===== config.mk =====
export PLATFORM = sky130hd
export DESIGN_NAME = icache_dm
export DESIGN_NICKNAME = d
export VERILOG_FILES = /design/src/rtl/icache_dm.sv
export SDC_FILE = /design/constraint.sdc
export NUM_CORES = 2
export LEC_CHECK = 0
export BUFFER_PORTS_ARGS = -buffer_cell sky130_fd_sc_hd__buf_2
export CORE_MARGIN = 4
export CORE_UTILIZATION = 40
export CTS_BUF_LIST = sky130_fd_sc_hd__clkbuf_4 sky130_fd_sc_hd__clkbuf_8 sky130_fd_sc_hd__clkbuf_16
export CTS_CLUSTER_DIAMETER = 150
export DETAILED_ROUTE_END_ITERATION = 8
export PLACE_DENSITY = 0.65
export SETUP_SLACK_MARGIN = 0.05
export SLEW_MARGIN = 10
export SYNTH_ARGS = -nofsm -noshare
export SYNTH_HDL_FRONTEND = slang
export SYNTH_SLANG_ARGS = --single-unit

===== constraint.sdc =====
create_clock -name CLK -period 5.38 [get_ports CLK]
set_clock_uncertainty 0.2 [all_clocks]
set_input_delay 1.076 -clock CLK [delete_from_list [all_inputs] [get_ports CLK]]
set_output_delay 1.076 -clock CLK [all_outputs]
set_load 0.01 [all_outputs]

===== src/rtl/icache_dm.sv =====
// Direct-mapped read-only instruction cache with a line-refill FSM (IDLE/FILL/DONE).
// Define ICACHE_STATS_EN to add the Hit_Count_OUT / Miss_Count_OUT statistics counters.
module icache_dm #(
  parameter int LINES          = 16,
  parameter int WORDS_PER_LINE = 4
) (
  input  logic        CLK,
  input  logic        RESET,
  input  logic [31:0] Addr_IN,
  output logic [31:0] Instr_OUT,
  output logic        Hit_OUT,
  input  logic        Flush_IN,
  output logic        Mem_Req_OUT,
  output logic [31:0] Mem_Addr_OUT,
  input  logic        Mem_Valid_IN,
  input  logic [31:0] Mem_Data_IN
`ifdef ICACHE_STATS_EN
  ,
  output logic [31:0] Hit_Count_OUT,
  output logic [31:0] Miss_Count_OUT
`endif
);

  localparam int OW = $clog2(WORDS_PER_LINE);
  localparam int IW = $clog2(LINES);
  localparam int TW = 32 - IW - OW - 2;

  typedef enum logic [1:0] {
    IDLE = 2'd0,
    FILL = 2'd1,
    DONE = 2'd2
  } state_t;

  state_t          state_q, state_d;
  logic [OW-1:0]   beat_q;
  logic [31:0]     line_base_q;
  logic            flush_seen_q;
  logic [LINES-1:0] valid_q;

  logic [TW-1:0]   tag_mem  [LINES];
  logic [31:0]     data_mem [LINES][WORDS_PER_LINE];

  logic [IW-1:0]   addr_idx;
  logic [OW-1:0]   addr_off;
  logic [TW-1:0]   addr_tag;
  logic [IW-1:0]   fill_idx;
  logic            lookup_hit;
  logic            last_beat;
  logic            beat_fire;
  logic            fill_done;
  logic            start_fill;
  logic            unused_addr_bits;

  assign addr_off         = Addr_IN[OW+1:2];
  assign addr_idx         = Addr_IN[IW+OW+1:OW+2];
  assign addr_tag         = Addr_IN[31:IW+OW+2];
  assign fill_idx         = line_base_q[IW+OW+1:OW+2];
  assign unused_addr_bits = ^Addr_IN[1:0];

  assign lookup_hit = valid_q[addr_idx] && (tag_mem[addr_idx] == addr_tag);
  assign last_beat  = (beat_q == OW'(WORDS_PER_LINE - 1));
  assign beat_fire  = (state_q == FILL) && Mem_Valid_IN;
  assign fill_done  = beat_fire && last_beat;
  assign start_fill = (state_q == IDLE) && (state_d == FILL);

  assign Hit_OUT      = (state_q == IDLE) && lookup_hit;
  assign Instr_OUT    = Hit_OUT ? data_mem[addr_idx][addr_off] : '0;
  assign Mem_Req_OUT  = (state_q == FILL);
  // Beat offset is OR'd in because the latched base has its word/byte bits zeroed.
  assign Mem_Addr_OUT = (state_q == FILL) ? (line_base_q | 32'({beat_q, 2'b00})) : '0;

  // NOTE: every combinational output gets a default before the case so no latch is inferred.
  always_comb begin
    state_d = state_q;
    unique case (state_q)
      IDLE:    if (!Flush_IN && !lookup_hit) state_d = FILL;
      FILL:    if (fill_done) state_d = DONE;
      DONE:    state_d = IDLE;
      default: state_d = IDLE;
    endcase
  end

  // NOTE: sequential state uses non-blocking assignments so all registers update from pre-edge values.
  always_ff @(posedge CLK or negedge RESET) begin
    if (!RESET) begin
      state_q      <= IDLE;
      beat_q       <= '0;
      line_base_q  <= '0;
      flush_seen_q <= 1'b0;
      valid_q      <= '0;
    end else begin
      state_q <= state_d;

      if (start_fill) begin
        line_base_q  <= {Addr_IN[31:OW+2], {(OW+2){1'b0}}};
        beat_q       <= '0;
        flush_seen_q <= 1'b0;
      end else if (beat_fire) begin
        beat_q <= beat_q + OW'(1);
      end

      // A flush during the refill must keep the line invalid when it completes.
      if (Flush_IN && (state_q == FILL)) flush_seen_q <= 1'b1;

      if (Flush_IN) begin
        valid_q <= '0;
      end else if (fill_done && !flush_seen_q) begin
        valid_q[fill_idx] <= 1'b1;
      end
    end
  end

  // NOTE: tag and data arrays carry no reset; valid bits alone decide whether their contents are used.
  always_ff @(posedge CLK) begin
    if (beat_fire) data_mem[fill_idx][beat_q] <= Mem_Data_IN;
    if (fill_done) tag_mem[fill_idx] <= line_base_q[31:IW+OW+2];
  end

`ifdef ICACHE_STATS_EN
  always_ff @(posedge CLK or negedge RESET) begin
    if (!RESET) begin
      Hit_Count_OUT  <= '0;
      Miss_Count_OUT <= '0;
    end else begin
      if (Hit_OUT && !Flush_IN) Hit_Count_OUT <= Hit_Count_OUT + 32'd1;
      if (start_fill) Miss_Count_OUT <= Miss_Count_OUT + 32'd1;
    end
  end
`endif

endmodule


* Word-level counts from Yosys, hierarchy flattened
Memories as Yosys holds them, arrays and structs flattened. Cells that the tools add are included.
Word-level totals: input port bits 68, word-level logic and storage cells 63, memory bits (writable) 2432, memories 2, register bits after elaboration 49
Operators by class: reductions and logical operators 17, mux-type cells 24, eq/ne operators 4, add/subtract/negate cells 1, bitwise operators 4, order comparisons 6
Memory list:
- data_mem | words 16, bits a word 128, read ports 1, clocked after Yosys merged registers in 0, wr ports 1, line 41 | logic [31:0] data_mem [LINES][WORDS_PER_LINE];
- tag_mem | words 16, bits a word 24, read ports 1, clocked after Yosys merged registers in 0, wr ports 1, line 40 | logic [TW-1:0] tag_mem [LINES];
Operators by type and width (count):
- $mux 32 | 5
- $mux 128 | 1
- $bmux 32 s2 | 1
- $demux 32 s2 | 1
- $mux 16 | 2
- $or 32x4->32 | 1
- $eq 24x24->1 | 1
- $or 16x16->16 | 1
- $logic_and 1x1->1 | 10
- $lt 4x5->1 const B | 2
- $mux 2 | 4
- $mux 1 | 7
- $ge 3x3->1 const B | 2
- $not 2->3 | 2
- $reduce_bool 2->1 | 3
- $bmux 1 s4 | 1
- $demux 1 s4 | 1
- $eq 2x1->1 const B | 2
- $ge 4x1->1 const B | 1
- $pmux 2 s2 | 1
- $logic_not 1->1 | 3
- $lt 3x1->1 const B | 1
- $add 2x1->2 const B | 1
- $eq 2x2->1 const B | 1
- $logic_not 2->1 | 1

* Logic depth before layout (Yosys ltp)
word-level depth 11, gate-level depth with buffers 14, depth with buffers taken out 8

* Worst setup path before layout
OpenSTA, ideal clock, no wires.
path kind input -> output, start point input port Addr_IN[5], end point output port Instr_OUT[0], data arrival time 3.803 ns, buffers on the path 7, cell stages on the path 11, required time 4.104 ns, slack 0.301 ns, cells stage by stage buf_4 -> buf_6 -> buf_4 -> buf_4 -> buf_2 -> clkbuf_1 -> buf_2 -> mux4_2 -> mux4_2 -> mux4_2 -> nor2b_1
On the way: word-level cells in the longest chain between the ends 5, elaborated cells between the ends (all ways) 11, those cells by class eq/ne: 1; mux: 6; reduce/logical: 2; memory: 2
RTL lines:
- start, declared | line 9 | input logic [31:0] Addr_IN,
- $mem_v2 16x24 (tied with other cells)
- $eq 24x24->1 (tied with other cells) | line 60 | assign lookup_hit = valid_q[addr_idx] && (tag_mem[addr_idx] == addr_tag);
- $logic_and 1x1->1 / $mux 32 (equally long branches) | line 60, 67
- $logic_and 1x1->1 / $mux 32 (equally long branches) | line 66, 67
- $mux 32 (*) | line 67 | assign Instr_OUT = Hit_OUT ? data_mem[addr_idx][addr_off] : '0;
- end, declared | line 10 | output logic [31:0] Instr_OUT,
Every way passes the cells marked *; elsewhere a longest branch is shown, timed or not. The select of a mux whose other input is x is not followed.

* Final worst setup path
start point input port Addr_IN[4], end point output port Instr_OUT[8]
Same word-level chain as after synthesis.

==> results.cfg <==
[detailed_routing]
antenna_left = 0
drtIter0Drc = 5481
drc = 0
vias_per_cell = 5.74
vias = 44300
avgRoutedWirePerCell_microns = 30.0
drtPass1Iterations = 5
wl_microns = 231000

[run]
max-cap-violations = 0

[power_and_ir_drop]
max-vdd-ir-drop_uv = 450
leakage_nw = 34.8
power_per_cell_area_nw_per_um2 = 386
total_power_mw = 42.6

[critical_path]
critPathKind = in2out
max_stage_delay_ns = 0.52
cp_slowest_cell = mux4_2
cp-end-kind = primary output
startpoint = Addr_IN[4]
crit_chain = buf_16 -> buf_16 -> buf_16 -> mux4_2 -> mux2i_1 -> mux2i_1 -> xnor2_1 -> nand2_2 -> nor4_4 -> nand4_1 -> buf_6 -> bufbuf_16 -> nor2b_1 -> buf_2
cp.arrival_ns = 3.99
r2r_start = tag_mem[11][17]
critPathMaxFanout = 16
cp-start-kind = input port
r2r_cells = 11
cpMostUsedCell = buf_16
crit_required_ns = 4.10
r2r_slack_ns = 1.63
r2r-end = line_base_q[8]

[sta]
max_freq_ghz = 0.190
fin_crit_sh_pct = 97.8
layout_min_cycle_time_ns = 5.26
tns_ns = 0
tightest_slew_ns = 1.21
hold_violations = 0
finalSetupViolations = 0
slew_viol_final = 0
rsz0062_at_grt = no
relSlewSlack_pct = 19.3

[layout]
register_area_sq_um = 74300
nets = 4398
fillCellCount = 19000
synthToLayoutAreaGrowth_pct = 15.8
layout_commonest_cell = edfxtp_1
drive_above_1_share_pct = 36.7
multi_input_area_sq_um = 20700
final_cell_mix = edfxtp_1, mux4_2, clkbuf_16, buf_4, buf_2

[clocking]
clk_pin_slew_worst_paths_ns = 0.06
htree_levels = 4
cts_tree = built
cts-root-buf = clkbuf_16
numClockSinks = 2481
hold_buffers = 0
insertion_delay_ns = 0.86
clock_path_buffers = 3
numCtsBuffers = 231

[synthesis]
synth_xor_area_share_pct = 0.248
synth_top_family_by_area = multiplexers
syn_avg_cell_area_sq_um = 24.5
syn-cell-area_sq_um = 95400
synthMuxAreaShare_pct = 19.0
synth_edf_count = 2432
synth-seq-cells = 2481
synth_warnings = 0
synth_cell_types = 53
synth_compound_area_share_pct = 0.591
netlist.area_leader.share_pct = 76.5
synth_fa_ha_area_share_pct = 0.0524
ys_async_sr_fraction_pct = 1.98
synth-simple-area-share_pct = 1.18
ys_top_cells_by_area = edfxtp_1, mux4_2, dfrtp_1, mux2i_1, buf_2
syn-instance-count = 3899
synth_flop_cell = edfxtp_1
seq_area_frac_synth_pct = 77.8
synth_top_area_cell = edfxtp_1

[status]
status = finished, final reports clean

[global_routing]
met3_usage_pct = 3.61
grt_first_pass_wirelength_microns = 333000
overflow = 0
grt_util_all_layers_pct = 18.8
grt_pass1_vias = 44700
grt_antenna_before_repair = 36
grt_start_max_net_pins = 65
met2_usage_pct = 29.9
busiest_layer = met2
grtUsageMet1_pct = 27.4

[die]
ios = 134
start_util_pct = 40.2
rows = 179
design.die.area_sq_um = 247000
dieHeight_microns = 496
coreArea_sq_um = 238000
die_w_microns = 496

[hold_path]
min_path_type = in2async

[placed_design]
io_buffers = 129
routabilityCongestion = 0.801
hpwl_microns = 131000
==> through the flow <==
stage | hold slack (ns) | cell area, sq um | setup slack, ns | utilization, % | cells
6_report | 0.171 | 110000 | 0.117 | 46.5 | 7708
5_1_grt | 0.182 | 110000 | 0.0107 | 46.5 | 7700
4_1_cts | 0.126 | 110000 | 0.0510 | 46.4 | 7674
3_5_place_dp | 0.288 | 102000 | -0.260 | 43.1 | 7234
3_3_place_gp | 0.277 | 102000 | -0.211 | 43.1 | 7234
2_1_floorplan | 0.257 | 95500 | 0.301 | - | 3900
==> worst max-delay path: cells and delay by family <==
| kind | cells | cell delay [ns] |
|---|---|---|
| AND/OR/NAND/NOR | 4 | 0.68 |
| multiplexers | 3 | 0.81 |
| buffers and inverters | 6 | 1.13 |
| XOR/XNOR | 1 | 0.24 |
==> how the worst max path moves through the flow <==
| stage | to | depth (start not counted) | slack, ns |
|---|---|---|---|
| 2_1_floorplan | Instr_OUT[0] | 11 | 0.30 |
| 3_3_place_gp | Instr_OUT[9] | 13 | -0.21 |
| 3_5_place_dp | Instr_OUT[13] | 13 | -0.26 |
| 4_1_cts | Instr_OUT[17] | 13 | 0.05 |
| 5_1_grt | Instr_OUT[8] | 14 | 0.01 |
| 6_report | Instr_OUT[8] | 14 | 0.12 |
==> area by class of cell <==
type                    count  share of cell area [%]
flip-flops and latches   2481                    67.2
inverters                  13                  0.0442
diodes                     16                  0.0362
multi-input cells        1198                    18.7
well taps                3167                    3.59
repair buffers            401                    3.52
clock buffers             310                    5.89
clock inverters           122                   0.982
==> sequential cells by signal (all words and copies together) (netlist names) <==
name	cells
flush_seen_q	1
beat_q	2
valid_q	16
state_q	2
data_mem	2048
tag_mem	384
line_base_q	28
==> repair_timing <==
action / in CTS / in global routing
endpoints found under the setup margin: 33 / 33
buffers inserted: 5 / 18
gates cloned: 3 / 0
gates resized for setup: 15 / 24
pin swaps: 4 / 11
==> cell usage after synthesis (all sizes together) (20+ instances only) <==
| master | count |
|---|---|
| mux2i | 78 |
| dfrtp | 49 |
| buf | 144 |
| clkbuf | 64 |
| edfxtp | 2432 |
| nor2b | 39 |
| xnor2 | 20 |
| nand2 | 27 |
| and2 | 31 |
| mux4 | 750 |
| nor2 | 97 |
| mux2 | 29 |
==> routing by layer <==
metal | up-vias | routed length (microns)
met5 | - | 82
met4 | 12 | 4320
met3 | 299 | 20200
met2 | 2067 | 112000
met1 | 24200 | 95000
li1 | 17700 | -
==> power breakdown <==
| group | switching [mW] | total (mW) | internal, mW |
|---|---|---|---|
| logic | 2.21 | 3.62 | 1.41 |
| clock network | 6.95 | 16.2 | 9.20 |
| registers | 0.579 | 22.8 | 22.3 |
==> cells by family after synthesis <==
logic type      after synthesis
flops                      2481
buf+inv                     221
compound gates               75
mux                         857
other cells                   1
fa+ha+maj                     4
simple gates                233
xor+xnor                     27
(Power assumes the default switching activity.)
